## src/rtl/slsu_if.sv

```systemverilog
`default_nettype none
// ============================================================================
// Module  : slsu_if
// Brief   : Data-memory bus (request/grant/response) between slsu and memory.
// Revision: 1.0
// ============================================================================
interface slsu_if #(
    parameter int DATA_WIDTH = 32
);
    logic                      mem_req_o;
    logic                      mem_gnt_i;
    logic [DATA_WIDTH-1:0]     mem_addr_o;
    logic                      mem_we_o;
    logic [DATA_WIDTH/8-1:0]   mem_be_o;
    logic [DATA_WIDTH-1:0]     mem_wdata_o;
    logic                      mem_rvalid_i;
    logic [DATA_WIDTH-1:0]     mem_rdata_i;

    modport master (
        output mem_req_o, mem_addr_o, mem_we_o, mem_be_o, mem_wdata_o,
        input  mem_gnt_i, mem_rvalid_i, mem_rdata_i
    );

    modport slave (
        input  mem_req_o, mem_addr_o, mem_we_o, mem_be_o, mem_wdata_o,
        output mem_gnt_i, mem_rvalid_i, mem_rdata_i
    );
endinterface
`default_nettype wire

```

## src/rtl/slsu.sv

```systemverilog
`default_nettype none
// ============================================================================
// Module  : slsu
// Brief   : Single-outstanding load/store unit. Optional macro SLSU_MISALIGN_EN
//           reports misaligned accesses as errors instead of aligning them.
// Revision: 1.0
// ============================================================================
module slsu #(
    parameter int DATA_WIDTH = 32,
    parameter int REG_ADDR_W = 5
) (
    input  logic                   clk_i,
    input  logic                   rst_ni,
    input  logic                   req_valid_i,
    output logic                   req_ready_o,
    input  logic                   req_we_i,
    input  logic [1:0]             req_size_i,
    input  logic                   req_unsigned_i,
    input  logic [DATA_WIDTH-1:0]  req_addr_i,
    input  logic [DATA_WIDTH-1:0]  req_wdata_i,
    input  logic [REG_ADDR_W-1:0]  req_rd_i,
    slsu_if.master                 mem,
    output logic                   rsp_valid_o,
    output logic [REG_ADDR_W-1:0]  rsp_rd_o,
    output logic [DATA_WIDTH-1:0]  rsp_rdata_o,
    output logic                   rsp_err_o,
    output logic                   busy_o
);
    typedef enum logic [1:0] {S_IDLE, S_REQ, S_WAIT, S_RESP} state_e;

    state_e                  state_q, state_d;
    logic                    we_q;
    logic [1:0]              size_q;
    logic                    uns_q;
    logic [1:0]              lo_q;
    logic [REG_ADDR_W-1:0]   rd_q;
    logic [DATA_WIDTH-1:0]   addr_q;
    logic [3:0]              be_q;
    logic [DATA_WIDTH-1:0]   wdata_q;
    logic [DATA_WIDTH-1:0]   rdata_q;

    logic                    w_accept;
    logic                    w_err;
    logic [1:0]              lo_d;
    logic [3:0]              be_d;
    logic [DATA_WIDTH-1:0]   wdata_d;
    logic [DATA_WIDTH-1:0]   w_shifted;
    logic [DATA_WIDTH-1:0]   w_load;

    assign req_ready_o = (state_q == S_IDLE);
    assign w_accept    = req_valid_i & req_ready_o;

`ifdef SLSU_MISALIGN_EN
    logic err_q;
    logic w_misalign;
    assign w_misalign = ((req_size_i == 2'b01) && req_addr_i[0]) ||
                        (req_size_i[1] && (req_addr_i[1:0] != 2'b00));
    assign w_err = err_q;
`else
    assign w_err = 1'b0;
`endif

    // Request-side lane decode; without the error feature misaligned low bits are dropped.
    always_comb begin
        lo_d    = req_addr_i[1:0];
        be_d    = 4'b1111;
        wdata_d = req_wdata_i;
        case (req_size_i)
            2'b00: begin
                be_d    = 4'b0001 << lo_d;
                wdata_d = {4{req_wdata_i[7:0]}};
            end
            2'b01: begin
`ifndef SLSU_MISALIGN_EN
                lo_d[0] = 1'b0;
`endif
                be_d    = 4'b0011 << {lo_d[1], 1'b0};
                wdata_d = {2{req_wdata_i[15:0]}};
            end
            default: begin
`ifndef SLSU_MISALIGN_EN
                lo_d = 2'b00;
`endif
                be_d    = 4'b1111;
                wdata_d = req_wdata_i;
            end
        endcase
    end

    assign w_shifted = mem.mem_rdata_i >> {lo_q, 3'b000};

    always_comb begin
        w_load = w_shifted;
        case (size_q)
            2'b00:   w_load = {{24{~uns_q & w_shifted[7]}},  w_shifted[7:0]};
            2'b01:   w_load = {{16{~uns_q & w_shifted[15]}}, w_shifted[15:0]};
            default: w_load = w_shifted;
        endcase
    end

    always_comb begin
        state_d = state_q;
        case (state_q)
            S_IDLE: begin
                if (w_accept) begin
`ifdef SLSU_MISALIGN_EN
                    state_d = w_misalign ? S_RESP : S_REQ;
`else
                    state_d = S_REQ;
`endif
                end
            end
            S_REQ:   if (mem.mem_gnt_i)    state_d = S_WAIT;
            S_WAIT:  if (mem.mem_rvalid_i) state_d = S_RESP;
            S_RESP:  state_d = S_IDLE;
            default: state_d = S_IDLE;
        endcase
    end

    always_ff @(posedge clk_i or negedge rst_ni) begin
        if (!rst_ni) begin
            state_q <= S_IDLE;
            we_q    <= 1'b0;
            size_q  <= 2'b00;
            uns_q   <= 1'b0;
            lo_q    <= 2'b00;
            rd_q    <= '0;
            addr_q  <= '0;
            be_q    <= 4'b0000;
            wdata_q <= '0;
            rdata_q <= '0;
`ifdef SLSU_MISALIGN_EN
            err_q   <= 1'b0;
`endif
        end else begin
            state_q <= state_d;
            if (w_accept) begin
                we_q    <= req_we_i;
                size_q  <= req_size_i;
                uns_q   <= req_unsigned_i;
                lo_q    <= lo_d;
                rd_q    <= req_rd_i;
                addr_q  <= {req_addr_i[DATA_WIDTH-1:2], 2'b00};
                be_q    <= be_d;
                wdata_q <= wdata_d;
                rdata_q <= '0;
`ifdef SLSU_MISALIGN_EN
                err_q   <= w_misalign;
`endif
            end
            if ((state_q == S_WAIT) && mem.mem_rvalid_i) begin
                rdata_q <= we_q ? '0 : w_load;
            end
        end
    end

    assign mem.mem_req_o   = (state_q == S_REQ);
    assign mem.mem_addr_o  = addr_q;
    assign mem.mem_we_o    = we_q;
    assign mem.mem_be_o    = be_q;
    assign mem.mem_wdata_o = wdata_q;

    assign rsp_valid_o = (state_q == S_RESP);
    assign rsp_rd_o    = (rsp_valid_o && (!we_q || w_err)) ? rd_q : '0;
    assign rsp_rdata_o = rsp_valid_o ? rdata_q : '0;
    assign rsp_err_o   = rsp_valid_o & w_err;
    assign busy_o      = (state_q != S_IDLE);
endmodule
`default_nettype wire

```

## src/flat_wrapper.sv

```systemverilog
// flat-port wrapper written by rule: the top's interface ports become plain ports
module slsu_flat 
#(
    parameter int DATA_WIDTH = 32,
    parameter int REG_ADDR_W = 5
)
  (clk_i, rst_ni, req_valid_i, req_ready_o, req_we_i, req_size_i, req_unsigned_i, req_addr_i, req_wdata_i, req_rd_i, rsp_valid_o, rsp_rd_o, rsp_rdata_o, rsp_err_o, busy_o, mem_mem_req_o, mem_mem_addr_o, mem_mem_we_o, mem_mem_be_o, mem_mem_wdata_o, mem_mem_gnt_i, mem_mem_rvalid_i, mem_mem_rdata_i);
  slsu_if #(.DATA_WIDTH(DATA_WIDTH)) mem_i ();
  input  logic clk_i;
  input  logic rst_ni;
  input  logic req_valid_i;
  output logic req_ready_o;
  input  logic req_we_i;
  input  logic [1:0] req_size_i;
  input  logic req_unsigned_i;
  input  logic [DATA_WIDTH-1:0] req_addr_i;
  input  logic [DATA_WIDTH-1:0] req_wdata_i;
  input  logic [REG_ADDR_W-1:0] req_rd_i;
  output logic rsp_valid_o;
  output logic [REG_ADDR_W-1:0] rsp_rd_o;
  output logic [DATA_WIDTH-1:0] rsp_rdata_o;
  output logic rsp_err_o;
  output logic busy_o;
  output wire logic [$bits(mem_i.mem_req_o)-1:0] mem_mem_req_o;
  output wire logic [$bits(mem_i.mem_addr_o)-1:0] mem_mem_addr_o;
  output wire logic [$bits(mem_i.mem_we_o)-1:0] mem_mem_we_o;
  output wire logic [$bits(mem_i.mem_be_o)-1:0] mem_mem_be_o;
  output wire logic [$bits(mem_i.mem_wdata_o)-1:0] mem_mem_wdata_o;
  input wire logic [$bits(mem_i.mem_gnt_i)-1:0] mem_mem_gnt_i;
  input wire logic [$bits(mem_i.mem_rvalid_i)-1:0] mem_mem_rvalid_i;
  input wire logic [$bits(mem_i.mem_rdata_i)-1:0] mem_mem_rdata_i;
  assign mem_mem_req_o = mem_i.mem_req_o;
  assign mem_mem_addr_o = mem_i.mem_addr_o;
  assign mem_mem_we_o = mem_i.mem_we_o;
  assign mem_mem_be_o = mem_i.mem_be_o;
  assign mem_mem_wdata_o = mem_i.mem_wdata_o;
  assign mem_i.mem_gnt_i = mem_mem_gnt_i;
  assign mem_i.mem_rvalid_i = mem_mem_rvalid_i;
  assign mem_i.mem_rdata_i = mem_mem_rdata_i;
  slsu #(.DATA_WIDTH(DATA_WIDTH), .REG_ADDR_W(REG_ADDR_W)) u_core (.clk_i(clk_i), .rst_ni(rst_ni), .req_valid_i(req_valid_i), .req_ready_o(req_ready_o), .req_we_i(req_we_i), .req_size_i(req_size_i), .req_unsigned_i(req_unsigned_i), .req_addr_i(req_addr_i), .req_wdata_i(req_wdata_i), .req_rd_i(req_rd_i), .mem(mem_i), .rsp_valid_o(rsp_valid_o), .rsp_rd_o(rsp_rd_o), .rsp_rdata_o(rsp_rdata_o), .rsp_err_o(rsp_err_o), .busy_o(busy_o));
endmodule
```

## config.mk

```make
export PLATFORM = sky130hd
export DESIGN_NAME = slsu_flat
export DESIGN_NICKNAME = d
export VERILOG_FILES = /design/src/rtl/slsu_if.sv /design/src/rtl/slsu.sv /design/src/flat_wrapper.sv
export SDC_FILE = /design/constraint.sdc
export NUM_CORES = 1
export LEC_CHECK = 0
export BUFFER_PORTS_ARGS = -buffer_cell sky130_fd_sc_hd__buf_2
export CAP_MARGIN = 30
export CORE_UTILIZATION = 48
export DETAILED_ROUTE_END_ITERATION = 16
export PLACE_DENSITY = 0.87
export SLEW_MARGIN = 20
export SYNTH_ARGS = -nofsm -noshare
export SYNTH_HDL_FRONTEND = slang
export SYNTH_SLANG_ARGS = --single-unit
export TNS_END_PERCENT = 30
```

## constraint.sdc

```tcl
create_clock -name clk_i -period 2.6 [get_ports clk_i]
set_input_delay 0.39 -clock clk_i [delete_from_list [all_inputs] [get_ports clk_i]]
set_output_delay 0.39 -clock clk_i [all_outputs]
set_load 0.1 [all_outputs]
```

* After elaboration in Yosys (flattened, before gate mapping)
Index checks and enable logic that the tools add are counted.
** Word-level totals
- Bits in latches :: 0
- ROM bits :: 0
- Memories :: 0
- Output and inout port bits :: 111
- Input bits :: 110
- Word-level logic and storage cells :: 49
- RAM bits :: 0
- Register bits :: 111
** Operators by class
- Reduce and logical (&&, ||, !) cells :: 10
- Multiply operators :: 0
- Multiplexer cells :: 14
- Magnitude comparators :: 0
- Equality and inequality tests :: 8
- Shifts and indexed selects :: 3
- Bitwise operators :: 4
- Div/mod/pow operators :: 0
- Add/sub/neg operators :: 0
** Operator list (number)
- $mux 32 :: 4
- $pmux 32 s2 :: 2
- $shr 32x5->32 :: 1
- $pmux 2 s4 :: 1
- $pmux 4 s2 :: 1
- $eq 2x1->1 const B :: 3
- $logic_not 2->1 :: 3
- $mux 2 :: 3
- $mux 5 :: 1
- $eq 2x2->1 const B :: 2
- $ne 2x2->1 const B :: 2
- $reduce_bool 2->1 :: 2
- $shl 1x2->4 const A :: 1
- $shl 2x2->4 const A :: 1
- $and 1x1->1 :: 3
- $reduce_and 3->1 :: 1
- $logic_and 1x1->1 :: 2
- $mux 1 :: 2
- $ne 2x1->1 const B :: 1
- $reduce_or 2->1 :: 1
- $logic_not 1->1 :: 1
- $not 1->1 :: 1

* Depth between registers and ports, before layout
- Depth after elaboration :: 5
- Gate-level depth with buffers :: 8
- Gate-level depth less buffers :: 6

* Least setup slack after synthesis
Ideal clock, no wire load.
- Kind :: flip-flop to output port
- From :: reg u_core.state_q[0]
- To :: out rsp_rd_o[0]
- Cell stages (with the launch flop) :: 4
- Slack :: -82 ps
- Buffers on the path :: 0
- Arrival :: 2292 ps
- Required time :: 2210 ps
- Path through :: dfrtp_1 ha_1 nor2b_1 and2_1
** On the way
- Cells in the longest elaborated chain, start to end :: 3
** Ends and longest elaborated chain
- start: declaration :: line slsu.sv:31 : state_e state_q, state_d;
- start signal: assignment :: line slsu.sv:136 : state_q <= state_d;
- $eq 2x2->1 :: line slsu.sv:163 : assign rsp_valid_o = (state_q == S_RESP);
- named net rsp_valid_o :: line flat_wrapper.sv:19 : output logic rsp_valid_o;
- $logic_and 1x1->1 :: line slsu.sv:164 : assign rsp_rd_o = (rsp_valid_o && (!we_q || w_err)) ? rd_q : '0;
- $mux 5 :: line slsu.sv:164
- end: declaration :: line flat_wrapper.sv:20 : output logic [REG_ADDR_W-1:0] rsp_rd_o;
The timed path passes the listed nets, and every way through them passes these cells.

* Worst setup path after layout
- From :: reg u_core.state_q[0]
- To :: out rsp_rd_o[1]
** On the way
- Cells in the longest elaborated chain, start to end :: 3
** Ends and longest elaborated chain (line)
- $eq 2x2->1 :: slsu.sv:163
- $logic_and 1x1->1 :: slsu.sv:164
- $mux 5 :: slsu.sv:164
Every way passes these cells.

==> flow_metrics.py <==
metrics = {
    "clock_tree": {
        "cts_made_buffers": 9,
        "cts_setup_buffers": 0,
        "cts-htree-levels": 3,
        "cts.repair.resized": 0,
        "clockRootBuffer": "clkbuf_8",
        "path_clk_slew_ns": 0.10,
        "cts_hold_buf": 0,
        "clock_latency_ns": 0.37,
        "cts_sinks": 111,
        "cts_tree": "built",
        "clk_path_buf_depth": 2,
    },
    "floorplanning": {
        "num_io_pins": 221,
        "start_util_pct": 49.4,
        "die_y_um": 108,
        "dieArea_sq_um": 11600,
        "core_sq_um": 10800,
        "std_cell_rows": 38,
        "die_w_um": 108,
    },
    "critical_path": {
        "worst_ep_arrival_time_ns": 1.86,
        "timing_worst_setup_path_type": "reg2out",
        "cp-start-kind": "flip-flop",
        "crit_fanout": 5,
        "cp_data_required_time_ns": 2.21,
        "startpoint": "u_core.state_q[0]$_DFFE_PN0P_",
        "cp-end-kind": "output pin",
        "regToRegStartpoint": "u_core.state_q[0]$_DFFE_PN0P_",
        "worstRegToRegCells": 6,
    },
    "final_layout": {
        "syn_to_final_growth_pct": 27.2,
        "drive_above_1_share_pct": 44.6,
        "final_nets": 805,
    },
    "yosys": {
        "synth-seq-cells": 111,
        "yosysUniqueCellTypes": 31,
        "ys.flop_type": "dfrtp_1",
        "synth_edf_count": 0,
        "avgSynthCellArea_sq_um": 11.0,
        "seq_area_frac_synth_pct": 51.9,
        "yosysWarnings": 0,
        "synth_area_sq_um": 5360,
        "async_flop_share_pct": 100,
        "synth_cells": 485,
    },
    "flow_run": {
        "drv_cap": 0,
    },
    "sta": {
        "maxSlewHeadroom_pct": 46.8,
        "setup_viol": 0,
        "fin_crit_sh_pct": 86.6,
        "worst_slew_pin_slew_ns": 0.797,
        "tns_ns": 0,
        "rsz0062_at_grt": "false",
        "maxSlewViolCount": 0,
        "period_needed_ns": 2.25,
        "skew_ns": 0.00492,
        "timing.fmax_mhz": 444,
        "hold_viol": 0,
    },
    "drt": {
        "drc": 0,
        "drt-total-wl_mm": 13.7,
        "wl_per_cell_um": 16.4,
        "firstDrtPassIters": 4,
        "vias": 4460,
        "final_antenna_net_count": 0,
        "via_per_inst": 5.33,
        "drtIter0Drc": 249,
    },
    "global_route": {
        "grt_pass1_wl_mm": 21.6,
        "grt_overflow": 0,
        "grt_start_max_net_pins": 61,
        "antenna_found_initial": 1,
        "grt_util_all_layers_pct": 24.3,
        "grt_pass1_vias": 4421,
    },
    "outcome": {
        "status": "complete, no violations",
    },
    "placement": {
        "place_congestion": 0.860,
        "dp_hpwl_mm": 10.2,
        "io_buffer_count": 217,
    },
    "worst_hold_path": {
        "hold_path_class": "in2async",
    },
}
==> Yosys cell counts (2+ instances only) <==
master,count,area (sq um)
dfrtp_1,111,2780
o21ai_0,55,275
mux2_2,54,608
nand2_1,48,180
mux2i_1,40,400
and2_1,38,238
a21oi_1,25,125
clkbuf_1,21,78.8
nor2_1,18,67.6
a221o_1,16,160
nand3b_1,10,75.1
inv_1,8,30.0
buf_2,6,30.0
buf_1,5,18.8
ha_1,5,62.6
a31oi_1,3,18.8
buf_4,3,22.5
buf_6,2,22.5
mux4_2,2,45.0
nand2b_1,2,12.5
nor2b_1,2,12.5
nor3b_2,2,25.0
==> logic make-up after synthesis <==
group | count (synthesis) | synth area share, %
flops | 111 | 51.9
simple gates | 124 | 11.8
compound gates | 103 | 11.6
mux | 96 | 19.7
other cells | 1 | 0.0700
fa+ha+maj | 5 | 1.17
buf+inv | 45 | 3.79
==> cell type report <==
class | instances | area (sq um)
fill | 872 | 4030
multi-input combinational | 331 | 2390
timing repair buffer | 229 | 1200
clock inverter | 5 | 80.1
sequential | 111 | 2780
tap | 140 | 175
inverter | 8 | 30.0
clock buffer | 11 | 151
antenna | 1 | 2.50
==> registers in the layout, indices dropped and copies added (netlist names) <==
signal,flops
u_core.mem.mem_wdata_o,32
u_core.lo_q,2
u_core.rdata_q,32
u_core.mem.mem_be_o,4
u_core.rd_q,5
u_core.uns_q,1
u_core.mem.mem_addr_o,30
u_core.size_q,2
u_core.mem.mem_we_o,1
u_core.state_q,2
==> final timing paths <==
check	endpoint	slack, ns
setup / recovery	rsp_rd_o[1]	0.35
hold / removal	u_core.rdata_q[3]$_DFFE_PN0P_	0.09
setup reg to reg	u_core.rdata_q[31]$_DFFE_PN0P_	0.63
hold reg to reg	u_core.rdata_q[11]$_DFFE_PN0P_	0.48
max in group asynchronous	u_core.mem.mem_wdata_o[14]$_DFFE_PN0P_	1.76
min in group clk_i	u_core.mem.mem_addr_o[30]$_DFFE_PN0P_	0.24
==> worst max-delay path: stages (launching register included) <==
cell and delay [ns]:
dfrtp_1 0.40, ha_2 0.20, nor2b_1 0.27, and2_1 0.19, buf_2 0.43
==> cell usage in the layout (no fill, tap or decap), types with 2 or more instances in the layout <==
cell type   instances
and2_1             37
clkinvlp_4          2
bufinv_16           2
buf_12              2
conb_1              3
a21oi_1            24
a221o_1            16
nand3b_1           10
buf_2             216
dfrtp_1           111
mux2_2             54
nor2_1             18
nand2_1            47
inv_1               8
o21ai_0            55
buf_4              11
nand2b_1            2
ha_1                4
nor2b_1             2
mux2i_1            40
mux4_2              2
nor3b_2             2
a31oi_1             3
clkbuf_8           11
==> stage by stage <==
stage	utilization, %	instances	hold slack (ns)	setup WS [ns]	cell area, sq um
4_1_cts	62.8	835	0.105	0.316	6810
2_1_floorplan	-	487	0.0944	0.00803	5370
3_3_place_gp	60.7	819	0.457	0.742	6580
3_5_place_dp	60.7	819	0.467	0.661	6580
6_report	62.8	836	0.0909	0.348	6810
5_1_grt	62.8	836	0.145	0.235	6810
==> routing by layer <==
metal  GRT usage [%]  vias to the layer above  part of all wire, %  wire length, um
li1                -                     2099                    -                -
met1            29.6                     2154                   41             5630
met5               0                        -                    0                0
met2            42.2                      190                   50             6890
met4            9.88                        0                  1.7              235
met3            4.78                       17                  7.0              956
Power is not shown: default switching activity piles up to over one toggle a cycle in this logic, so the estimate is an artifact.
